[config.mk]
export PLATFORM = sky130hd
export DESIGN_NAME = spi_drv_arbiter
export DESIGN_NICKNAME = d
export VERILOG_FILES = /design/src/rtl/spi_drv_arbiter.sv
export SDC_FILE = /design/constraint.sdc
export NUM_CORES = 1
export LEC_CHECK = 0
export ABC_AREA = 0
export CAP_MARGIN = 20
export CORE_MARGIN = 2
export CORE_UTILIZATION = 48
export DETAILED_ROUTE_END_ITERATION = 10
export GPL_TIMING_DRIVEN = 0
export HOLD_SLACK_MARGIN = 0.08
export PLACE_DENSITY = 0.83
export REMOVE_ABC_BUFFERS = 1
export SETUP_SLACK_MARGIN = 0.05
export SYNTH_ARGS = -nofsm -noshare
export SYNTH_HDL_FRONTEND = slang
export SYNTH_SLANG_ARGS = --single-unit
[constraint.sdc]
create_clock -name clk -period 5.8 [get_ports clk]
set_clock_uncertainty 0.15 [all_clocks]
set_input_delay 1.16 -clock clk [delete_from_list [all_inputs] [get_ports clk]]
set_output_delay 1.16 -clock clk [all_outputs]
set_load 0.05 [all_outputs]
[src/rtl/spi_drv_arbiter.sv]
// Round-robin arbiter sharing one SPI_Master (CPOL=0, CPHA=1) among NUM_DEV slaves.
// Sequences START/DATA_IN, gates SEL onto per-device chip selects, returns the word.
module spi_drv_arbiter #(
  parameter int unsigned NUM_DEV        = 5,
  parameter int unsigned DATA_WIDTH     = 16,
  parameter int unsigned GAP_CYCLES     = 4,
  parameter int unsigned TIMEOUT_CYCLES = 1024,
  localparam int unsigned DevW          = (NUM_DEV > 1) ? $clog2(NUM_DEV) : 1
) (
  input  logic                         clk,
  input  logic                         rst_n,
  input  logic [NUM_DEV-1:0]           req,
  input  logic [NUM_DEV*DATA_WIDTH-1:0] req_data,
  output logic [NUM_DEV-1:0]           ack,
  output logic [DATA_WIDTH-1:0]        resp_data,
  output logic                         resp_err,
  output logic                         spi_start,
  output logic [DATA_WIDTH-1:0]        spi_data_in,
  input  logic                         spi_busy,
  input  logic                         spi_valid,
  input  logic [DATA_WIDTH-1:0]        spi_data_out,
  input  logic                         spi_sel,
  output logic [NUM_DEV-1:0]           dev_ncs,
  output logic [DevW-1:0]              active_dev
);

  localparam int unsigned TmoW = $clog2(TIMEOUT_CYCLES + 1);
  localparam int unsigned GapW = $clog2(GAP_CYCLES + 1);

  localparam logic [2:0] StIdle     = 3'd0;
  localparam logic [2:0] StLaunch   = 3'd1;
  localparam logic [2:0] StWaitBusy = 3'd2;
  localparam logic [2:0] StXfer     = 3'd3;
  localparam logic [2:0] StDone     = 3'd4;
  localparam logic [2:0] StGap      = 3'd5;

  logic [2:0]            state_q, state_d;
  logic [DevW-1:0]       last_grant_q, active_dev_q, grant_idx;
  logic                  grant_found;
  logic [TmoW-1:0]       tmo_cnt_q;
  logic [GapW-1:0]       gap_cnt_q;
  logic [DATA_WIDTH-1:0] spi_data_q, rx_q, resp_data_q;
  logic                  rx_seen_q, err_q, resp_err_q;
  logic [NUM_DEV-1:0]    ack_q;
  logic                  timeout;

  assign timeout = (tmo_cnt_q == TmoW'(TIMEOUT_CYCLES));

  // First requesting device strictly after last_grant, wrapping around.
  always_comb begin
    int unsigned     cand;
    logic [DevW-1:0] cand_idx;
    grant_found = 1'b0;
    grant_idx   = '0;
    cand        = 0;
    cand_idx    = '0;
    for (int unsigned k = 1; k <= NUM_DEV; k++) begin
      cand     = (32'(last_grant_q) + k) % NUM_DEV;
      cand_idx = DevW'(cand);
      if (!grant_found && req[cand_idx]) begin
        grant_found = 1'b1;
        grant_idx   = cand_idx;
      end
    end
  end

  always_comb begin
    state_d = state_q;
    unique case (state_q)
      StIdle:     if (grant_found) state_d = StLaunch;
      StLaunch:   state_d = StWaitBusy;
      StWaitBusy: begin
        if (timeout)       state_d = StDone;
        else if (spi_busy) state_d = StXfer;
      end
      StXfer: begin
        if (timeout || !spi_busy) state_d = StDone;
      end
      StDone:     state_d = StGap;
      StGap:      if (gap_cnt_q == GapW'(GAP_CYCLES - 1)) state_d = StIdle;
      default:    state_d = StIdle;
    endcase
  end

  always_ff @(posedge clk or negedge rst_n) begin
    if (!rst_n) begin
      state_q      <= StIdle;
      last_grant_q <= DevW'(NUM_DEV - 1);
      active_dev_q <= '0;
      tmo_cnt_q    <= '0;
      gap_cnt_q    <= '0;
      spi_data_q   <= '0;
      rx_q         <= '0;
      rx_seen_q    <= 1'b0;
      err_q        <= 1'b0;
      resp_data_q  <= '0;
      resp_err_q   <= 1'b0;
      ack_q        <= '0;
    end else begin
      state_q <= state_d;
      ack_q   <= '0;
      case (state_q)
        StIdle: begin
          if (grant_found) begin
            active_dev_q <= grant_idx;
            last_grant_q <= grant_idx;
            spi_data_q   <= req_data[32'(grant_idx)*DATA_WIDTH +: DATA_WIDTH];
          end
        end
        StLaunch: begin
          tmo_cnt_q <= '0;
          rx_seen_q <= 1'b0;
          err_q     <= 1'b0;
        end
        StWaitBusy, StXfer: begin
          if (timeout) begin
            err_q <= 1'b1;
            rx_q  <= '0;
          end else begin
            tmo_cnt_q <= tmo_cnt_q + 1'b1;
            // Without a VALID strobe, whatever DATA_OUT shows as BUSY falls is returned.
            if (state_q == StXfer && (spi_valid || (!spi_busy && !rx_seen_q))) begin
              rx_q <= spi_data_out;
            end
            if (state_q == StXfer && spi_valid) rx_seen_q <= 1'b1;
          end
        end
        StDone: begin
          ack_q       <= NUM_DEV'(1) << active_dev_q;
          resp_data_q <= rx_q;
          resp_err_q  <= err_q;
          gap_cnt_q   <= '0;
        end
        StGap: gap_cnt_q <= gap_cnt_q + 1'b1;
        default: ;
      endcase
    end
  end

  always_comb begin
    for (int unsigned i = 0; i < NUM_DEV; i++) begin
      dev_ncs[i] = ~(spi_sel && (active_dev_q == DevW'(i)) &&
                     (state_q == StWaitBusy || state_q == StXfer));
    end
  end

  assign spi_start   = (state_q == StLaunch);
  assign spi_data_in = spi_data_q;
  assign ack         = ack_q;
  assign resp_data   = resp_data_q;
  assign resp_err    = resp_err_q;
  assign active_dev  = active_dev_q;

endmodule

==> results_dict.tcl, run 1 <==
set metrics [dict create \
    reg2reg_slack_ns 0.33 \
    grt.total_usage_pct 27.68 \
    start_kind "flop" \
    hold_class "reg2reg" \
    synth.largest_area_cell "dfrtp_1" \
    grt-ovfl-total 0 \
    synth_edf_count 0 \
    final_util_pct 66.39 \
    gp_congestion 0.9293 \
    coreArea_sq_mm 0.01191 \
    route.detailed.drc 0 \
    die_h_um 113.9 \
    tritoncts "done" \
    dp_hpwl_um 13220 \
    die_width_um 113.9 \
    ys.warnings.count 0 \
    outcome "complete, no violations" \
    grt_pass1_wl_um 28740 \
    syn2layout_area_growth_pct 36.47 \
    fin_crit_sh_pct 94.36 \
    avgRoutedWirePerCell_um 20.22 \
    initial_core_util_pct 48.64 \
    crit_path_start "last_grant_q[0]$_DFFE_PN0P_" \
    dr.pass1.iters 5 \
    final_cells 919 \
    rows 40 \
    synthesis.area_sq_mm 0.005794 \
    ys_seq_area_share_pct 33.28 \
    cp_data_arrival_time_ns 5.55 \
    drv_cap 0 \
    reg2reg_to "spi_data_in[10]$_DFFE_PN0P_" \
    dp_cells 898 \
    cts-htree-levels 3 \
    dieArea_sq_mm 0.01297 \
    yosys.cell_count.top_type "dfrtp_1" \
    rr_worst_depth 15 \
    num_antenna_cells 0 \
    clockBufferDepth 2 \
    crit_required_ns 5.87 \
    setup_viol_count_final 0 \
    synthArstFlopShare_pct 100.0 \
    nets 898 \
    fin_crit_ns 5.473 \
    worst_slew_pin_slew_ns 1.046 \
    critical_path.max_fanout 22 \
    ys_top_cells_by_count "dfrtp_1, o21ai_0, a211oi_1" \
    clock-sinks 77 \
    clkLatencyLatePin_ns 0.33 \
    avgSynthCellArea_sq_um 9.125 \
    port_buffers 152 \
    wirelength_um 18580 \
    hold_viol_final 0 \
    yosys_most_used_dff "dfrtp_1" \
    root_buffer "clkbuf_16" \
    numCtsBuffers 9 \
    grt_max_degree 71 \
    slew_viol_final 0 \
    path_class "reg2reg" \
    cts.reportedPaths.clkPinSlew_ns 0.06 \
    crit_end "spi_data_in[10]$_DFFE_PN0P_" \
    yosys-top-cells-area "dfrtp_1, ha_1, a211oi_1, mux2i_1, mux2_2" \
    viasPerCell 6.416 \
    cts_hold_buf 0 \
    grt_pass1_vias 5659 \
    whs_ns 0.3473 \
    timing.fmax_ghz 0.1827 \
    ant_nets 0 \
    drt-initial-drc-count 521 \
    grt_antenna_before_repair 0 \
    netlist.area_leader.share_pct 32.82 \
    drive_gt1_share_pct 11.92 \
    vias 5896 \
    syn_inst 635 \
    hp-start "gap_cnt_q[1]$_DFFE_PN0P_" \
    reg2reg_from "last_grant_q[0]$_DFFE_PN0P_" \
    end_kind "flop" \
    ios 153 \
    synth_cell_type_count 80 \
    synth_seq_cells 77 \
    max_slew_margin_pct 29.71 \
]
cells in the final DEF (no fill, tap or decap), types with 11 or more instances in the layout:
| cell type | instances |
|---|---|
| clkdlybuf4s50_1 | 151 |
| dfrtp_1 | 74 |
| o21ai_0 | 41 |
| a211oi_1 | 38 |
| a21oi_1 | 36 |
| nand2_1 | 35 |
| mux2i_1 | 28 |
| o22ai_1 | 25 |
| nor2_1 | 24 |
| mux2_2 | 23 |
| ha_1 | 23 |
| inv_1 | 21 |
| a22o_1 | 17 |
| and3_1 | 12 |
| nand4_1 | 11 |
repair_timing:
action,4_1_cts,5_1_grt
setup buffers,3,2
gates resized for setup,13,17
pin swaps,3,3
setup endpoints to repair,21,21
layer usage:
metal	track usage [%]	vias to the layer above	routed length, um
met5	0	-	0
met4	8.780	0	446
met3	6.270	51	1209
met2	47.54	276	9383
met1	34.72	2859	7540
li1	-	2710	-
how the worst min path moves through the flow:
stage,endpoint,cells after the start,slack [ns]
2_1_floorplan,gap_cnt_q[2]$_DFFE_PN0P_,2,0.30
3_3_place_gp,gap_cnt_q[2]$_DFFE_PN0P_,2,0.31
3_5_place_dp,rx_q[10]$_DFFE_PN0P_,1,0.34
4_1_cts,gap_cnt_q[1]$_DFFE_PN0P_,2,0.35
5_1_grt,resp_data[9]$_DFFE_PN0P_,1,0.37
6_report,gap_cnt_q[1]$_DFFE_PN0P_,2,0.35
worst max-delay path, cell delays in order, from the launching register on:
cell       delay, ns
dfrtp_4         0.58
clkinv_2        0.28
ha_4            0.30
xor2_1          0.33
nand2_1         0.11
ha_1            0.32
nor3b_1         0.25
a211oi_1        0.13
o31a_1          0.41
a2111oi_2       0.53
a221oi_2        0.14
o21ai_4         0.46
nor2_1          0.21
o311ai_4        0.73
a211oi_1        0.11
a211oi_1        0.31
state kept, by name, summed over array words and instances, names as in the netlist:
name,count
ack,5
active_dev,1
err_q,1
gap_cnt_q,3
last_grant_q,3
resp_data,16
resp_err,1
rx_q,16
rx_seen_q,1
spi_data_in,16
state_q,3
tmo_cnt_q,11
logic make-up after synthesis:
kind of cell | synth area share [%]
adder cells (fa/ha/maj) | 5.398
AO/OA/AOI/OAI | 28.85
XOR/XNOR | 1.511
multiplexers | 9.674
AND/OR/NAND/NOR | 16.07
buffers and inverters | 5.226
flip-flops | 33.28
through the flow:
step | setup WS, ns | TNS, ns | cell area (sq um)
floorplan | -1.212 | -20.86 | 5589
global placement | -2.488 | -43.95 | 7295
detailed placement | -1.771 | -29.38 | 7388
CTS | 0.05477 | 0 | 7791
global route | -0.002415 | -0.002415 | 7908
finish | 0.3272 | 0 | 7908
layout make-up:
type,count,area [sq um]
clock buffers,12,246.5
multi-input cells,491,3710
well taps,147,183.9
repair buffers,162,1662
flip-flops and latches,77,1933
clock inverters,4,72.57
inverters,26,100.1
fillers,956,4004
Power of run 1 is left out: the tool's default activity adds up to more than one toggle a clock period on the data nets, which glitch-free logic cannot reach.
==> run 2: changes to the inputs <==
--- a/config.mk
+++ b/config.mk
@@ -13,7 +13,6 @@
 export GPL_TIMING_DRIVEN = 0
 export HOLD_SLACK_MARGIN = 0.08
 export PLACE_DENSITY = 0.83
-export REMOVE_ABC_BUFFERS = 1
 export SETUP_SLACK_MARGIN = 0.05
 export SYNTH_ARGS = -nofsm -noshare
 export SYNTH_HDL_FRONTEND = slang
==> run 2 against run 1 <==
Compared with the run above: sequential share of layout area decreased by 0.31 points; first-iteration DRC count increased by 15%; core utilization increased by 0.78 points; register-to-register slack got worse by 0.05 ns; die area unchanged; hold slack improved by 0.0094 ns; non-clock buffer count increased by 45; global-route usage increased by 0.37 points; final area increased by 1.2%; via count increased by 3.2%; flip-flop and latch count unchanged; final cell count increased by 4.9%; critical endpoint is now spi_data_in[4]$_DFFE_PN0P_; largest cell class unchanged.
==> results_dict.tcl, run 2 (synthesis results as in run 1) <==
set metrics [dict create \
    outcome "complete, no violations" \
    cp_data_arrival_time_ns 5.59 \
    seq_area_sq_mm 0.001931 \
    vias 6086 \
    numCtsBuffers 9 \
    dp_hpwl_um 13830 \
    max_slew_margin_pct 34.43 \
    worst_slew_pin_slew_ns 0.9761 \
    end_kind "flop" \
    ant_nets 0 \
    dr.pass1.iters 5 \
    grt_pass1_vias 6039 \
    dieArea_sq_mm 0.01297 \
    avgRoutedWirePerCell_um 19.42 \
    grt_antenna_before_repair 0 \
    gp_congestion 0.9651 \
    fin_ws_ns 0.2757 \
    root_buffer "clkbuf_16" \
    ios 153 \
    grt_pass1_wl_um 29510 \
    multi_input_area_sq_mm 0.003649 \
    setup_viol_count_final 0 \
    syn_nets 766 \
    grt_max_degree 64 \
    port_buffers 152 \
    viasPerCell 6.313 \
    clkLatencyLatePin_ns 0.33 \
    drt-initial-drc-count 597 \
    path_class "reg2reg" \
    reg2reg_slack_ns 0.28 \
    cts_hold_buf 0 \
    start_kind "flop" \
    mostFrequentLayoutCells "clkdlybuf4s50_1, dfrtp_1, o21ai_0, a211oi_1, a21oi_1" \
    setup_tns_ns 0 \
    rsz0062_at_grt "no" \
    final_common_cell "clkdlybuf4s50_1" \
    coreArea_sq_mm 0.01191 \
    hold_class "reg2reg" \
    route.detailed.drc 0 \
    tritoncts "done" \
    grt.total_usage_pct 28.05 \
    fin_crit_sh_pct 95.25 \
    dp_cells 935 \
    slew_viol_final 0 \
    critical_path.max_fanout 12 \
    clockBufferDepth 2 \
    cts.reportedPaths.clkPinSlew_ns 0.07 \
    hold_viol_final 0 \
    grt-ovfl-total 0 \
    dpl_cell_area_sq_mm 0.007525 \
    n_fill_cell 955 \
    cts-htree-levels 3 \
    drive_gt1_share_pct 12.97 \
    crit_required_ns 5.86 \
    syn2layout_area_growth_pct 38.07 \
    initial_core_util_pct 48.64 \
    drv_cap 0 \
    die_h_um 113.9 \
    rows 40 \
    pre_cts_slack_ns -0.3894 \
    clock-sinks 77 \
    final_cells 964 \
    timing.fmax_ghz 0.1810 \
    nets 943 \
    die_width_um 113.9 \
    fin_crit_ns 5.524 \
    final_cell_area_sq_mm 0.008000 \
    num_antenna_cells 0 \
    wirelength_um 18720 \
]
run 2: what timing repair did:
item | CTS | global route
cloned | 0 | 0
pin swaps | 1 | 6
buffers inserted | 0 | 13
gates resized for setup | 6 | 15
endpoints found under the setup margin | 20 | 20
run 2: final timing paths:
kind	from	end	depth (start not counted)
worst max-delay path	last_grant_q[0]$_DFFE_PN0P_	spi_data_in[4]$_DFFE_PN0P_	19
worst min-delay path	gap_cnt_q[2]$_DFFE_PN0P_	gap_cnt_q[2]$_DFFE_PN0P_	2
worst max register to register	last_grant_q[0]$_DFFE_PN0P_	spi_data_in[4]$_DFFE_PN0P_	19
worst min register to register	gap_cnt_q[2]$_DFFE_PN0P_	gap_cnt_q[2]$_DFFE_PN0P_	2
max in group asynchronous	rst_n	last_grant_q[2]$_DFFE_PN1P_	2
min in group asynchronous	rst_n	tmo_cnt_q[7]$_DFFE_PN0P_	1
run 2: final cells by class:
class | count | area share [%]
Clock buffer | 9 | 2.815
Tap cell | 147 | 2.299
Timing Repair Buffer | 166 | 20.55
Clock inverter | 7 | 0.7351
Multi-Input combinational cell | 491 | 45.61
Buffer | 41 | 2.581
Sequential cell | 77 | 24.13
Inverter | 26 | 1.282
run 2: critical path, stage by stage (launching register included):
cell      delay [ns]
dfrtp_2         0.50
inv_4           0.13
ha_1            0.40
buf_2           0.26
buf_2           0.27
buf_2           0.27
inv_1           0.16
ha_1            0.21
inv_1           0.05
ha_1            0.22
a211o_1         0.37
a211o_1         0.37
or4_1           0.66
a32oi_1         0.33
a21oi_2         0.14
a21o_1          0.19
buf_4           0.16
buf_6           0.15
a211oi_1        0.32
a211oi_1        0.09
run 2: metal layers:
layer / GRT usage, % / wire length [um] / vias to the layer above
met2: 48.10 / 9328 / 307
met3: 5.792 / 1152 / 64
met4: 10.33 / 578 / 0
met5: 0 / 0 / -
li1: - / - / 2797
met1: 35.02 / 7660 / 2918
run 2: per-stage QoR:
step	utilization, %	hold slack [ns]
final	67.16	0.3567
after floorplan	-	0.2998
after global routing	67.16	0.3710
after detailed placement	63.17	0.3387
after global placement	62.96	0.3165
after CTS	65.71	0.3583
Power of run 2 is left out for the same reason.
